$ cat config.mk
export PLATFORM = sky130hd
export DESIGN_NAME = uno_seq
export DESIGN_NICKNAME = d
export VERILOG_FILES = /design/src/rtl/uno_seq.sv
export SDC_FILE = /design/constraint.sdc
export NUM_CORES = 1
export LEC_CHECK = 0
export BUFFER_PORTS_ARGS = -buffer_cell sky130_fd_sc_hd__buf_2
export CORE_MARGIN = 3
export CORE_UTILIZATION = 50
export DETAILED_ROUTE_END_ITERATION = 8
export GPL_ROUTABILITY_DRIVEN = 0
export HOLD_SLACK_MARGIN = 0.03
export PLACE_DENSITY = 0.76
export SYNTH_ARGS = -nofsm -noshare
export SYNTH_HDL_FRONTEND = slang
export SYNTH_SLANG_ARGS = --single-unit
$ cat constraint.sdc
create_clock -name clk -period 13.6 [get_ports clk]
set_clock_uncertainty 0.1 [all_clocks]
set_input_delay 2.72 -clock clk [delete_from_list [all_inputs] [get_ports clk]]
set_output_delay 2.72 -clock clk [all_outputs]
set_load 0.05 [all_outputs]
$ cat src/rtl/uno_seq.sv
// Sequencer for the uno PE: accepts one request at a time, issues it to the PE
// (one MAC cycle or an N_TERMS+1 polynomial walk), waits MAC_LAT cycles and holds the result.
module uno_seq #(
  parameter int BW      = 12,
  parameter int N_TERMS = 4,
  parameter int MAC_LAT = 1
) (
  input  logic            clk,
  input  logic            rst,
  input  logic            in_valid,
  output logic            in_ready,
  input  logic [1:0]      in_op,
  input  logic [BW-1:0]   in_x,
  input  logic [BW-1:0]   in_y,
  input  logic [2*BW-1:0] in_z,
  input  logic            in_acc,
  input  logic            coef_we,
  input  logic [1:0]      coef_op,
  input  logic [2:0]      coef_idx,
  input  logic [BW-1:0]   coef_data,
  output logic [1:0]      uno_op,
  output logic [BW-1:0]   uno_x,
  output logic [BW-1:0]   uno_y,
  output logic [2*BW-1:0] uno_z,
  output logic [BW-1:0]   uno_coeff,
  output logic            uno_first_cycle,
  output logic            uno_last_cycle,
  output logic            uno_acc_en,
  input  logic [2*BW-1:0] uno_result,
  output logic            out_valid,
  input  logic            out_ready,
  output logic [2*BW-1:0] out_data,
  output logic            busy
);

  typedef enum logic [1:0] {IDLE, ISSUE, WAIT, HOLD} state_t;

  localparam int KW = 4;
  localparam int WW = (MAC_LAT > 1) ? $clog2(MAC_LAT) : 1;

  state_t            r_state, w_next;
  logic [1:0]        r_op;
  logic [BW-1:0]     r_x, r_y;
  logic [2*BW-1:0]   r_z;
  logic              r_acc;
  logic [KW-1:0]     r_k;
  logic [WW-1:0]     r_wcnt;
  logic [2*BW-1:0]   r_out;
  logic [BW-1:0]     r_coef [3][N_TERMS];

  logic              w_accept;
  logic              w_issue_done;
  logic              w_wait_done;
  logic [KW-1:0]     w_tidx;
  logic [BW-1:0]     w_coef;

  assign w_accept     = (r_state == IDLE) && in_valid;
  assign w_issue_done = (r_state == ISSUE) && ((r_op == 2'b00) || (r_k == KW'(N_TERMS)));
  assign w_wait_done  = (r_state == WAIT) && (r_wcnt == WW'(MAC_LAT - 1));
  // Terms are walked highest index first; at k==N_TERMS this wraps past every
  // valid index so the lookup below falls through to zero.
  assign w_tidx       = KW'(N_TERMS - 1) - r_k;

  always_ff @(posedge clk or posedge rst) begin
    if (rst) r_state <= IDLE;
    else     r_state <= w_next;
  end

  always_ff @(posedge clk or posedge rst) begin
    if (rst) begin
      r_op   <= '0;
      r_x    <= '0;
      r_y    <= '0;
      r_z    <= '0;
      r_acc  <= 1'b0;
      r_k    <= '0;
      r_wcnt <= '0;
      r_out  <= '0;
      for (int unsigned j = 0; j < 3; j++)
        for (int unsigned i = 0; i < N_TERMS; i++)
          r_coef[j][i] <= '0;
    end else begin
      if (w_accept) begin
        r_op  <= in_op;
        r_x   <= in_x;
        r_y   <= in_y;
        r_z   <= in_z;
        r_acc <= in_acc;
      end
      r_k    <= (r_state == ISSUE) ? r_k + KW'(1) : '0;
      r_wcnt <= (r_state == WAIT) ? r_wcnt + WW'(1) : '0;
      if (w_wait_done) r_out <= uno_result;
      // Only indices below N_TERMS match, so out-of-range writes drop out naturally.
      for (int unsigned j = 0; j < 3; j++)
        for (int unsigned i = 0; i < N_TERMS; i++)
          if ((r_state == IDLE) && coef_we && (coef_op == 2'(j + 1)) && (coef_idx == 3'(i)))
            r_coef[j][i] <= coef_data;
    end
  end

  always_comb begin
    w_coef = '0;
    for (int unsigned j = 0; j < 3; j++)
      for (int unsigned i = 0; i < N_TERMS; i++)
        if ((r_op == 2'(j + 1)) && (w_tidx == KW'(i)))
          w_coef = r_coef[j][i];
  end

  always_comb begin
    w_next          = r_state;
    uno_op          = '0;
    uno_x           = '0;
    uno_y           = '0;
    uno_z           = '0;
    uno_coeff       = '0;
    uno_first_cycle = 1'b0;
    uno_last_cycle  = 1'b0;
    uno_acc_en      = 1'b0;
    case (r_state)
      IDLE:  if (w_accept) w_next = ISSUE;
      ISSUE: begin
        uno_op = r_op;
        uno_x  = r_x;
        uno_y  = r_y;
        uno_z  = r_z;
        if (r_op == 2'b00) begin
          uno_acc_en = r_acc;
        end else begin
          uno_coeff       = w_coef;
          uno_first_cycle = (r_k == '0);
          uno_last_cycle  = (r_k == KW'(N_TERMS));
        end
        if (w_issue_done) w_next = WAIT;
      end
      WAIT:  if (w_wait_done) w_next = HOLD;
      HOLD:  if (out_ready) w_next = IDLE;
      default: w_next = IDLE;
    endcase
  end

  assign in_ready  = (r_state == IDLE);
  assign out_valid = (r_state == HOLD);
  assign out_data  = r_out;
  assign busy      = (r_state != IDLE);

endmodule

==> reports/results.ini <==
[drt]
route.antenna.remaining_nets = 0
wl_per_cell_um = 22.1
drc_errors = 0
drt_iter0_markers = 780
routed_via_density = 6.03
num_vias = 7909
first_pass_iters = 5
wl_mm = 28.9

[clock_network]
worst_skew_pair.late_latency_ns = 0.53
tritoncts = done
cts_buffer_depth = 3
cts_resized = 0
post_cts_buffers = 0
cts_num_sinks = 226
ctsHoldBuffers = 0
cts-root-buf = clkbuf_16
clk_pin_slew_worst_paths_ns = 0.06
cts_buffers = 25
htree_levels = 1

[place]
dp_hpwl_mm = 20.2
numPortBuffers = 188
placed_cell_area_sq_um = 11800

[logic_synthesis]
seq_area_frac_synth = 0.527
ys_types = 73
syn_inst = 866
syn_area_sq_um = 10700
synth_edf_count = 0
synth_async_sr_flop_share = 1.00
synth.avg_cell_area_sq_um = 12.4
synthFlopType = dfrtp_1
synth_seq_cells = 226
synth_warnings = 0
syn_nets = 971

[sta]
slew_viol_final = 0
fmax_mhz = 148
fin_crit_sh = 0.496
max_slew_margin = 0.204
worstMarginPinSlew_ns = 1.19
setup_violations = 0
layout_min_cycle_time_ns = 6.75
finalSetupTns_ns = 0
rsz0062_at_grt = false
finalHoldViolations = 0

[grt]
grt_pass1_vias = 8023
antenna_found_initial = 0
gr-total-overflow = 0
grt_usage = 0.240
grt_pass1_wl_mm = 45.2
grt_max_degree = 151

[critical_path]
crit_fanout = 17
startpoint_type = flop
crit_required_ns = 10.78
cp.arrival_ns = 3.93
crit_type = reg -> out
end_kind = primary output

[power_and_ir_drop]
power.density_nw_per_um2 = 236
p_int_mw = 1.71
ir_drop_mv = 0.177
leakagePower_nw = 6.10
switching_share = 0.425
p_switching_mw = 1.27
pwr-share-comb = 0.432
pwr-share-seq = 0.347
pwr-share-clk = 0.221

[layout]
post-route-cell-area_sq_um = 12600
syn_to_final_growth_pct = 17.6
fill_cells = 1628
diodes = 0
final_util = 0.611
layout.nets = 1128
post_route_cells_drive_above_1_share = 0.432

[floorplan]
die_w_um = 152
die_h_um = 152
rows = 52
die_area_sq_um = 23200
start_util = 0.520
core_area_sq_um = 20600
ios = 189

[job]
maxCapViolations = 0

[status]
status = finished clean

[worst_hold_path]
hp-class = reg -> reg

==> worst max-delay path, cell delays in order, from the launching register on <==
cell	delay (ns)
dfrtp_1	0.43
ha_1	0.62
nor2b_1	0.87
a221oi_1	0.21
o311ai_1	0.45
o2111ai_1	0.22
a41oi_1	0.28
buf_2	0.31
==> metal layers <==
metal  global-route usage  wire length, um  share of wire  vias up
met5                    0                0              0        -
met4               0.0789             1030          0.036        0
met3               0.0642             2910           0.10       80
met2                0.378            13400           0.46      420
met1                0.325            11600           0.40     3934
li1                     -                -              -     3475
==> power groups by stage <==
stage / logic (mW) / clock network, mW / registers, mW
4_1_cts: 1.28 / 0.666 / 1.03
3_5_place_dp: 1.28 / 0 / 1.04
3_3_place_gp: 1.26 / 0 / 1.03
5_1_grt: 1.36 / 0.691 / 1.06
6_report: 1.29 / 0.659 / 1.03
2_1_floorplan: 0.883 / 0 / 1.11
==> cell usage in the layout, fill, tap and decap left out, types with 5 or more instances in the layout <==
master	instances
nor2_1	14
buf_4	10
o211ai_1	6
a31oi_1	6
o22ai_1	5
dfrtp_1	226
clkbuf_8	5
a21oi_1	17
nand3_1	21
mux2_2	202
nor2b_1	11
a22oi_1	7
mux2_1	16
o21ai_0	14
a221oi_1	10
a221o_1	9
inv_1	14
a211oi_1	5
clkbuf_1	9
o2111ai_1	8
o21a_1	5
o31ai_1	5
buf_2	188
ha_1	8
nor3_1	9
o21ai_1	8
nand2_1	33
and2_1	56
clkbuf_16	25
==> cells by family (layout without fill, tap and decap cells) <==
family / after synthesis / in the layout / share of synthesized area
multiplexers: 219 / 219 / 0.230
buffers and inverters: 83 / 258 / 0.0320
flip-flops: 226 / 226 / 0.527
AND/OR/NAND/NOR: 191 / 191 / 0.105
AO/OA/AOI/OAI: 137 / 137 / 0.0948
XOR/XNOR: 2 / 2 / 0.00163
adder cells (fa/ha/maj): 8 / 8 / 0.00934
==> synth_stat cells (3+ instances only) <==
cell type | number | area share
dfrtp_1 | 226 | 0.53
mux2_2 | 202 | 0.21
and2_1 | 56 | 0.033
clkbuf_1 | 47 | 0.016
nand2_1 | 34 | 0.012
nand3_1 | 21 | 0.0098
a21oi_1 | 17 | 0.0079
mux2_1 | 16 | 0.017
inv_1 | 15 | 0.0053
nor2_1 | 14 | 0.0049
o21ai_0 | 14 | 0.0065
nor2b_1 | 13 | 0.0076
a221oi_1 | 10 | 0.0082
buf_2 | 10 | 0.0047
nor3_1 | 10 | 0.0047
a221o_1 | 9 | 0.0084
buf_1 | 8 | 0.0028
ha_1 | 8 | 0.0093
o2111ai_1 | 8 | 0.0065
o21ai_1 | 8 | 0.0037
a22oi_1 | 7 | 0.0049
a31oi_1 | 6 | 0.0035
o211ai_1 | 6 | 0.0042
a211oi_1 | 5 | 0.0035
o21a_1 | 5 | 0.0035
o22ai_1 | 5 | 0.0029
o31ai_1 | 5 | 0.0035
and3_1 | 4 | 0.0023
nand3b_1 | 4 | 0.0028
nand4_1 | 4 | 0.0023
o221ai_1 | 4 | 0.0033
or4_1 | 4 | 0.0028
nand2b_1 | 3 | 0.0018
nor3b_1 | 3 | 0.0021
nor3b_2 | 3 | 0.0035
o311ai_1 | 3 | 0.0025
o32ai_1 | 3 | 0.0025
or3b_1 | 3 | 0.0025
==> area by class of cell <==
class / count / area, sq um / area share
Clock buffer: 39 / 728 / 0.0577
Multi-Input combinational cell: 557 / 4740 / 0.376
Tap cell: 270 / 338 / 0.0268
Clock inverter: 6 / 73.8 / 0.00585
Inverter: 15 / 63.8 / 0.00506
Sequential cell: 226 / 5660 / 0.448
Timing Repair Buffer: 198 / 1020 / 0.0806
==> registers in the layout (all words and copies together), names as in the netlist <==
name,cells
r_wcnt,1
r_x,12
r_state,2
r_coef,144
r_y,12
out_data,24
r_op,2
r_k,4
r_acc,1
r_z,24
==> worst paths after layout <==
kind	slack (ns)	to	depth (start not counted)	from
max in group asynchronous	9.56	r_coef[98]$_DFFE_PP0P_	3	rst
setup reg to reg	10.77	r_state[1]$_DFFE_PP0P_	6	r_k[0]$_DFF_PP0_
min in group asynchronous	2.27	out_data[23]$_DFFE_PP0P_	2	rst
hold / removal	0.38	r_coef[56]$_DFFE_PP0P_	1	r_coef[56]$_DFFE_PP0P_
hold reg to reg	0.38	r_coef[56]$_DFFE_PP0P_	1	r_coef[56]$_DFFE_PP0P_
setup / recovery	6.85	uno_coeff[0]	7	r_k[0]$_DFF_PP0_
==> metrics by stage <==
stage          setup WS [ns]  hold slack (ns)  power (mW)  std cells
2_1_floorplan           4.59            0.349        1.99        866
6_report                6.85            0.382        2.98       1311
3_5_place_dp            7.54            0.368        2.32       1266
5_1_grt                 6.79            0.411        3.11       1311
3_3_place_gp            7.68            0.362        2.29       1266
4_1_cts                 6.92            0.381        2.98       1311
(Power assumes the default switching activity.)
